==> src/rtl/life_scheduler.sv <==
// Frame-level sequencer for the life_logic pass engine: launches one pass per frame,
// swaps double_buffer halves on completion, and owns the double_buffer write port.
module life_scheduler #(
  parameter int unsigned ADDR_W    = 12,
  parameter int unsigned WORD_W    = 32,
  parameter int unsigned DONE_MASK = 4,
  parameter int unsigned TIMEOUT   = 65535
) (
  input  logic              clk_in,
  input  logic              rst_n_in,
  input  logic              frame_in,
  input  logic              pause_in,
  input  logic              step_in,
  input  logic              clear_in,
  input  logic              life_done_in,
  input  logic              life_wr_en_in,
  input  logic [ADDR_W-1:0] life_addr_w_in,
  input  logic [WORD_W-1:0] life_data_w_in,
  output logic              life_start_out,
  output logic              buf_sel_out,
  output logic              wr_en_out,
  output logic [ADDR_W-1:0] addr_w_out,
  output logic [WORD_W-1:0] data_w_out,
  output logic [15:0]       gen_count_out,
  output logic [7:0]        overrun_count_out,
  output logic              timeout_out,
  output logic              busy_out
);

  localparam int unsigned MASK_W = (DONE_MASK < 1) ? 1 : $clog2(DONE_MASK + 1);
  localparam int unsigned TO_W   = (TIMEOUT < 2) ? 1 : $clog2(TIMEOUT + 1);

  typedef enum logic [2:0] {
    S_IDLE,
    S_LAUNCH,
    S_RUN,
    S_SWAP,
    S_CLEAR_A,
    S_CLEAR_B
  } state_e;

  state_e              state_q;
  logic [MASK_W-1:0]   mask_q;
  logic [TO_W-1:0]     to_cnt_q;
  logic [ADDR_W-1:0]   sweep_q;
  logic                step_pending_q;
  logic                clear_pending_q;
  logic                life_start_q;
  logic                buf_sel_q;
  logic [15:0]         gen_q;
  logic [7:0]          overrun_q;
  logic                timeout_q;
  logic                busy_q;

  logic                mask_done;
  assign mask_done = (mask_q == MASK_W'(DONE_MASK));

  // NOTE: every register below is assigned with <= so that all of them see the
  // pre-edge values of each other; blocking here would create ordering races.
  always_ff @(posedge clk_in or negedge rst_n_in) begin
    if (!rst_n_in) begin
      state_q         <= S_IDLE;
      mask_q          <= '0;
      to_cnt_q        <= '0;
      sweep_q         <= '0;
      step_pending_q  <= 1'b0;
      clear_pending_q <= 1'b0;
      life_start_q    <= 1'b0;
      buf_sel_q       <= 1'b0;
      gen_q           <= '0;
      overrun_q       <= '0;
      timeout_q       <= 1'b0;
      busy_q          <= 1'b0;
    end else begin
      life_start_q <= 1'b0;
      case (state_q)
        S_IDLE: begin
          if (frame_in) begin
            if (clear_pending_q) begin
              state_q <= S_CLEAR_A;
              sweep_q <= '0;
              busy_q  <= 1'b1;
            end else if (!pause_in || step_pending_q) begin
              state_q      <= S_LAUNCH;
              life_start_q <= 1'b1;
              busy_q       <= 1'b1;
            end
          end
        end
        S_LAUNCH: begin
          mask_q   <= '0;
          to_cnt_q <= '0;
          state_q  <= S_RUN;
        end
        S_RUN: begin
          if (frame_in && overrun_q != 8'hFF) overrun_q <= overrun_q + 8'd1;
          if (!mask_done) mask_q <= mask_q + MASK_W'(1);
          // done may still be high from the previous pass until the mask expires
          if (life_done_in && mask_done) begin
            state_q <= S_SWAP;
          end else if (to_cnt_q == TO_W'(TIMEOUT - 1)) begin
            timeout_q <= 1'b1;
            state_q   <= S_IDLE;
            busy_q    <= 1'b0;
          end else begin
            to_cnt_q <= to_cnt_q + TO_W'(1);
          end
        end
        S_SWAP: begin
          buf_sel_q      <= ~buf_sel_q;
          gen_q          <= gen_q + 16'd1;
          step_pending_q <= 1'b0;
          state_q        <= S_IDLE;
          busy_q         <= 1'b0;
        end
        S_CLEAR_A: begin
          sweep_q <= sweep_q + ADDR_W'(1);
          if (sweep_q == '1) begin
            buf_sel_q <= ~buf_sel_q;
            state_q   <= S_CLEAR_B;
          end
        end
        S_CLEAR_B: begin
          sweep_q <= sweep_q + ADDR_W'(1);
          if (sweep_q == '1) begin
            buf_sel_q       <= ~buf_sel_q;
            gen_q           <= '0;
            clear_pending_q <= 1'b0;
            step_pending_q  <= 1'b0;
            state_q         <= S_IDLE;
            busy_q          <= 1'b0;
          end
        end
        default: begin
          state_q <= S_IDLE;
          busy_q  <= 1'b0;
        end
      endcase
      // New requests win over a same-cycle consume so none is lost
      if (clear_in)             clear_pending_q <= 1'b1;
      if (step_in && pause_in)  step_pending_q  <= 1'b1;
    end
  end

  // NOTE: defaults first so no path through the case leaves an output unassigned
  // (which would infer a latch).
  always_comb begin
    wr_en_out  = 1'b0;
    addr_w_out = '0;
    data_w_out = '0;
    case (state_q)
      S_RUN: begin
        wr_en_out  = life_wr_en_in;
        addr_w_out = life_addr_w_in;
        data_w_out = life_data_w_in;
      end
      S_CLEAR_A, S_CLEAR_B: begin
        wr_en_out  = 1'b1;
        addr_w_out = sweep_q;
      end
      default: ;
    endcase
  end

  assign life_start_out    = life_start_q;
  assign buf_sel_out       = buf_sel_q;
  assign gen_count_out     = gen_q;
  assign overrun_count_out = overrun_q;
  assign timeout_out       = timeout_q;
  assign busy_out          = busy_q;

endmodule
==> config.mk <==
export PLATFORM = sky130hd
export DESIGN_NAME = life_scheduler
export DESIGN_NICKNAME = d
export VERILOG_FILES = /design/src/rtl/life_scheduler.sv
export SDC_FILE = /design/constraint.sdc
export NUM_CORES = 1
export LEC_CHECK = 0
export CAP_MARGIN = 20
export CORE_AREA = 5 5 101 103
export DETAILED_ROUTE_END_ITERATION = 8
export DIE_AREA = 0 0 106 108
export PLACE_DENSITY = 0.8
export SLEW_MARGIN = 10
export SYNTH_ARGS = -nofsm -noshare
export SYNTH_HDL_FRONTEND = slang
export SYNTH_SLANG_ARGS = --single-unit
==> constraint.sdc <==
create_clock -name clk_in -period 2.1 [get_ports clk_in]
set_input_delay 0.42 -clock clk_in [delete_from_list [all_inputs] [get_ports clk_in]]
set_output_delay 0.42 -clock clk_in [all_outputs]
set_load 0.005 [all_outputs]
# ---- Word level (Yosys, flattened, before mapping)
# Cells that the tools add are included.
dict set report word_totals {
  out_inout_bits 73
  mem_bits_rw 0
  reg_bits 64
  mem_count 0
  latchBits 0
  elab_cells 105
  rom_bits 0
  in_bits 52
}
dict set report classes {
  n_mux 38
  addsub 5
  n_bitwise 3
  mul 0
  div_mod_pow 0
  reduce_logical 26
  shift 0
  order_cmp 0
  eq_ne 21
}
# operator count
set ops {}
lappend ops {{$pmux W16 S2} 2}
lappend ops {{$mux W16} 3}
lappend ops {{$pmux W12 S2} 2}
lappend ops {{$add A16 B1 Y16 const B} 2}
lappend ops {{$mux W32} 1}
lappend ops {{$mux W12} 2}
lappend ops {{$mux W3} 8}
lappend ops {{$eq A16 B16 Y1 const B} 1}
lappend ops {{$ne A2 B2 Y1 const B} 8}
lappend ops {{$pmux W3 S5} 1}
lappend ops {{$mux W1} 14}
lappend ops {{$add A12 B1 Y12 const B} 1}
lappend ops {{$eq A12 B12 Y1 const B} 1}
lappend ops {{$reduce_and A2 Y1} 6}
lappend ops {{$reduce_bool A2 Y1} 6}
lappend ops {{$eq A3 B3 Y1 const B} 3}
lappend ops {{$ne A3 B3 Y1 const B} 3}
lappend ops {{$reduce_and A3 Y1} 3}
lappend ops {{$add A8 B1 Y8 const B} 1}
lappend ops {{$ne A8 B8 Y1 const B} 1}
lappend ops {{$eq A3 B2 Y1 const B} 2}
lappend ops {{$pmux W1 S2} 3}
lappend ops {{$pmux W3 S2} 1}
lappend ops {{$reduce_and A6 Y1} 1}
lappend ops {{12 further kinds} 17}

# ---- Longest topological paths before layout
dict set report depth {
  ltp_word 6
  ltp_mapped 8
  depth_no_buf 6
}

# ---- Worst setup path before layout
# OpenSTA, ideal clock, no wires.
dict set report synth_timing {
  path_type {flip-flop to output port}
  from {register state_q[2]}
  to {output port addr_w_out[0]}
  n_path_buf 2
  t_required_ps 1680
  t_arrival_ps 1631
  slack_ps 49
  path_stages_with_launch 6
  path_cell_list {dfrtp_1 > clkbuf_1 > inv_1 > nor2_1 > clkbuf_1 > a22o_1}
}
dict set report synth_via {
  elab_chain_cells 3
  elab_cells_between_ends 5
  cone_classes {eq/ne (3); mux (1); reduce/logical (1)}
}
# element line_no
set synth_rtl {}
lappend synth_rtl {{start: declaration} 42} ;# state_e state_q;
lappend synth_rtl {{start signal: assignment} 62} ;# state_q <= S_IDLE;
lappend synth_rtl {{start signal: assignment} 80} ;# state_q <= S_CLEAR_A;
lappend synth_rtl {{start signal: assignment} 84} ;# state_q <= S_LAUNCH;
lappend synth_rtl {{$eq A3 B3 Y1} 151} ;# case (state_q)
lappend synth_rtl {{$reduce_or A2 Y1 (no source line)} --}
lappend synth_rtl {{$pmux W12 S2 *} 151}
lappend synth_rtl {{end: declaration} 22} ;# output logic [ADDR_W-1:0] addr_w_out,
# Mark *: on every way between the ends. The rest lies on a longest branch, timed or not.

# ---- Worst setup path after layout
dict set report layout_timing {
  from {register state_q[2]}
  to {register to_cnt_q[13]}
}
dict set report layout_via {
  elab_chain_cells 3
  elab_cells_between_ends 7
  cone_classes {eq/ne (4); mux (1); reduce/logical (2)}
}
# element line_no
set layout_rtl {}
lappend layout_rtl {{$eq A3 B2 Y1 or $eq A3 B1 Y1 (tied branches)} 76} ;# case (state_q)
lappend layout_rtl {{$ne A2 B2 Y1 (no source line) or $reduce_bool A2 Y1 (tied branches)} --}
lappend layout_rtl {{$reduce_and A3 Y1 (no source line)} --}
lappend layout_rtl {{end signal: assignment} 106} ;# to_cnt_q <= to_cnt_q + TO_W'(1);
lappend layout_rtl {{end: declaration} 44} ;# logic [TO_W-1:0] to_cnt_q;
# Parallel ways exist; a longest one is shown, timed or not.
# A chain may end at the register's enable or synchronous reset.

==> results.cfg <==
[worst_setup_path]
cp.arrival_ns = 2.39
cp.required_ns = 2.36
start_kind = flip-flop
crit_fanout = 6
worstSetupPathType = flip-flop to flip-flop
reg2reg_slack_ns = -0.04
endpoint_kind = flip-flop

[floorplanning]
rows = 35
core-area_mm2 = 0.009109
ios = 125
start_util = 0.4120
dieArea_mm2 = 0.01145
die_x_um = 106
dieHeight_um = 108

[global_route]
antenna_found_initial = 0
grt_max_degree = 25
grt_overflow_total = 0
grt_pass1_vias = 4044
grt_usage = 0.2112
grt_pass1_wl_mm = 19.54

[logic_synthesis]
synthesis.nets = 472
synth.distinct_cells = 50
synthFlopType = dfrtp_1
yosys_warnings = 0
synth_edf_count = 0
ys_seq_elements = 64
async_flop_share = 1.000
netlist_area_mm2 = 0.003752
syn-instance-count = 413
synth_area_per_cell_um2 = 9.086
ys_seq_area_frac = 0.4268

[clock_tree]
cts_tree = done
clk_latency_ns = 0.34
clkSinkCount = 64
h-tree-depth = 3
root_buffer = clkbuf_8
hold_buffers = 0
clk_pin_slew_ns = 0.08
clockBufferDepth = 2
cts_buffers = 9

[placed_design]
gp_congestion = 0.8252
hpwlAfterDp_mm = 8.109
portBuffers = 124

[timing]
hold_viol = 0
fin_crit_sh = 1.017
drv_slew = 0
fmax_mhz = 468.2
finalWorstSetupSlack_ns = -0.03575
setup_viol = 1
slew_headroom = 0.5911
fin_worst_skew_ns = 0.009412
setup_tns_ns = -0.03575
worstMarginPinSlew_ns = 0.6133
period_minus_slack_ns = 2.136
rsz0062_at_grt = yes

[detailed_routing]
drt_iter0_markers = 242
avgViaCountPerCell = 5.662
ant_nets = 0
wl_mm = 11.91
post-route-drc-count = 0
first_pass_iters = 5
via_count = 3873
wl_per_cell_um = 17.41

[pwr]
p_leak_uw = 0.002418
worst_ir_drop_vdd_mv = 0.3715
power_per_cell_area_mw_per_mm2 = 682.6

[layout]
n_antenna_cell = 0
final_layout_size_suffix_gt1_frac = 0.2304
final_cell_mix = clkdlybuf4s50_1 (78), dfrtp_1 (63), nand2_1 (35), and2_1 (35), buf_4 (29)
multi_input_area_mm2 = 0.002096
final_util = 0.6122
finalNetCount = 628
seq_area_mm2 = 0.001603
synthToLayoutAreaGrowth_pct = 48.62
fillCellCount = 735
layout_commonest_cell = clkdlybuf4s50_1

[run_status]
status = finished with violations
violations = negative setup slack

[flow_run]
cap_violations = 0

[hold_path]
worstHoldPathType = input pin to async pin
-- flip-flops by register name, indices dropped and copies added, names as in the netlist --
register	count
state_q	3
busy_out	1
life_start_out	1
clear_pending_q	1
to_cnt_q	16
sweep_q	12
mask_q	3
gen_count_out	16
buf_sel_out	1
timeout_out	1
overrun_count_out	8
step_pending_q	1
-- cell usage after synthesis, drive strengths merged (2+ instances only) --
cell type / number / area share
a21o: 2 / 0.0040
a21oi: 19 / 0.025
a22o: 11 / 0.026
a31oi: 3 / 0.0050
and2: 36 / 0.060
and3: 2 / 0.0033
and4: 5 / 0.012
and4b: 2 / 0.0053
clkbuf: 22 / 0.022
dfrtp: 64 / 0.43
ha: 7 / 0.023
inv: 12 / 0.012
mux2i: 6 / 0.016
nand2: 36 / 0.036
nand2b: 3 / 0.0050
nand3: 22 / 0.029
nand3b: 2 / 0.0040
nand4: 15 / 0.025
nor2: 18 / 0.018
nor2b: 2 / 0.0033
nor3: 8 / 0.011
nor4: 10 / 0.017
nor4b: 2 / 0.0047
o211ai: 5 / 0.010
o21ai: 20 / 0.027
o221ai: 2 / 0.0047
o22ai: 3 / 0.0050
o31ai: 13 / 0.026
o41ai: 2 / 0.0047
or2: 5 / 0.0083
or3: 6 / 0.011
or4: 12 / 0.024
xnor2: 11 / 0.026
xor2: 10 / 0.023
-- routing by layer --
layer  routed length, µm  share of wire  up-vias  global-route usage
li1                    -              -     1829                   -
met1                4673           0.39     1841              0.2491
met2                6104           0.51      187              0.3752
met3                 988          0.083       16             0.06627
met4                 144          0.012        0             0.05365
met5                   0              0        -                   0
-- area by class of cell --
class / instances / area share
multi-input combinational: 315 / 0.3758
sequential: 64 / 0.2874
timing repair buffer: 167 / 0.2701
tap: 111 / 0.02490
clock buffer: 9 / 0.02221
clock inverter: 6 / 0.01099
inverter: 12 / 0.008526
-- report_power, final --
part           total (µW)  switching [µW]  leakage, µW  internal (µW)
Clock                1030             491    0.0000948            537
Combinational        1030             471      0.00149            555
Sequential           1750             303     0.000830           1450
-- critical path: stages, from the launching register on --
cell     delay (ns)
dfrtp_2        0.44
buf_6          0.13
or3b_4         0.41
or3_4          0.38
or4_4          0.53
a21oi_2        0.15
-- logic make-up after synthesis --
family	Yosys count	synth area share
buffers and inverters	35	0.03701
XOR/XNOR	21	0.04901
AO/OA/AOI/OAI	88	0.1551
adder cells (fa/ha/maj)	7	0.02334
AND/OR/NAND/NOR	191	0.2898
flip-flops	64	0.4268
multiplexers	7	0.01901
-- path summary, 6_finish.rpt --
kind | to | cells past startpoint | start
min in group clk_in | buf_sel_out$_DFFE_PN0P_ | 1 | buf_sel_out$_DFFE_PN0P_
setup / recovery | to_cnt_q[13]$_DFFE_PN0P_ | 5 | state_q[2]$_DFFE_PN0P_
max in group asynchronous | gen_count_out[3]$_DFFE_PN0P_ | 2 | rst_n_in
hold / removal | overrun_count_out[0]$_DFFE_PN0P_ | 1 | rst_n_in
setup reg to reg | to_cnt_q[13]$_DFFE_PN0P_ | 5 | state_q[2]$_DFFE_PN0P_
hold reg to reg | buf_sel_out$_DFFE_PN0P_ | 1 | buf_sel_out$_DFFE_PN0P_
-- stage by stage --
step / instances / power (µW) / hold WS (ns) / instance area [µm²] / setup WS (ns)
after floorplan: 413 / 2219 / 0.1244 / 3752 / 0.04864
after global placement: 652 / 2760 / 0.4635 / 5305 / -0.09104
after detailed placement: 652 / 2816 / 0.4632 / 5305 / -0.1433
after CTS: 682 / 3756 / 0.1092 / 5630 / -0.009364
after global routing: 684 / 4037 / 0.1341 / 5577 / -0.04909
final: 684 / 3807 / 0.09373 / 5577 / -0.03575
-- what timing repair did --
action / CTS / global route
pin swaps: 3 / 7
resized for setup: 135 / 45
endpoints found under the setup margin: 46 / 51
buffers inserted: 11 / 3
gates cloned: 4 / 1
Power figures use the tool's default switching activity.
==> variant, RTL diff (config.mk and constraints unchanged) <==
Re-encode `state_e` (6 states) as one-hot, 6 bits wide.
--- a/src/rtl/life_scheduler.sv
+++ b/src/rtl/life_scheduler.sv
@@ -32,9 +32,9 @@
 
-  typedef enum logic [2:0] {
-    S_IDLE,
-    S_LAUNCH,
-    S_RUN,
-    S_SWAP,
-    S_CLEAR_A,
-    S_CLEAR_B
+  typedef enum logic [5:0] {
+    S_IDLE    = 6'b000001,
+    S_LAUNCH  = 6'b000010,
+    S_RUN     = 6'b000100,
+    S_SWAP    = 6'b001000,
+    S_CLEAR_A = 6'b010000,
+    S_CLEAR_B = 6'b100000
   } state_e;
Formal check against the unedited RTL: same outputs for any inputs over 10 cycles, from zero or initial values and one cycle with rst_n_in low; not proved beyond that.
==> variant against the original RTL <==
  * The run still ends with negative setup slack left
  * Power rose by 19%
  * Cell area is 18% higher
  * Wire length rose by 20%
  * Global-route usage grew 1.1 points
  * Combinational power rose by 82%
  * Register-to-register slack lost 0.26 ns
  * Critical path type is now reg -> out
  * Setup slack worse by 0.31 ns
  * Synthesized cell count up 7.0%
  * Synthesized area increased by 3.6%
  * Sequential cell count grew 3
  * Sequential power decreased by 18%
==> variant: results (changes against the original RTL) <==
status: "complete, but fails checks"
grt.total_usage_pct: 22.3  # +1.1 points
ys_seq_area_share_pct: 43.1  # +0.47 points
ff2ff_path_depth: 9  # +4
postSynthCellCount: 442  # +7.0%
worstPathMaxFanout: 4  # -2
r2r_start: "state_q[4]"
rrSetupSlack_ns: -0.30  # -0.26 ns
nNetsFinal: 697  # +11%
hpwl_um: 8420  # +3.9%
dp_slack_ns: -0.293  # -0.150 ns
synthAdderAreaFrac_pct: 2.25  # -0.082 points
ir_worst_vdd_v: 0.000542  # +46%
cp-endpoint: "addr_w_out[2]"
yosys-top-cells-count: "dfrtp_1, nand2_1, and3_1"
vias: 4385  # +13%
drive_gt1_share_pct: 33.7  # +11 points
reg2reg_to: "to_cnt_q[14]"
finalWeightedCongestion: 0.884  # +7.1%
fin_tns_setup_ns: -9.40  # -9.37 ns
grt_pass1_vias: 4272  # +5.6%
violations: "negative setup slack"
fin_ws_ns: -0.345  # -0.310 ns
setup_viol: 59  # +58
final_cells: 754  # +10%
clock-skew-final_ns: 0.00883  # -0.000578 ns
tightest_slew_ns: 0.613  # +0.000139 ns
synth-compound-area-share_pct: 14.4  # -1.1 points
grt_max_degree: 68  # +170%
placed_cell_area_um2: 5510  # +3.8%
fill_cells: 606  # -18%
variant: changes by cell type after synthesis, moves of 5 or more:
cell      before  now
and3_1         2   43
and2_1        36    7
nor2_1        18   38
nand2_1       36   52
o21ai_0       20   33
clkbuf_1      22   12
or4_1         12    2
a21oi_1       19   11
buf_2          0    8
o31ai_1       13    7
or2_2          5    0
variant: routing by layer:
metal	track usage, %	up-vias	routed length, µm
li1	-	1994	-
met1	26.0	2172	5660
met2	40.7	185	7490
met3	5.37	34	782
met4	6.57	0	303
met5	0	-	0
variant: where the power goes:
part           internal (mW)  switching (mW)
Combinational           1.01           0.862
Clock                  0.732           0.507
Sequential              1.36          0.0694
variant: layout make-up:
cell class	count	area, µm²	area share, %
multi-input combinational	344	2560	38.8
inverter	9	33.8	0.512
tap	111	139	2.10
timing repair buffer	207	1960	29.7
clock buffer	12	155	2.35
clock inverter	4	72.6	1.10
sequential	67	1680	25.4
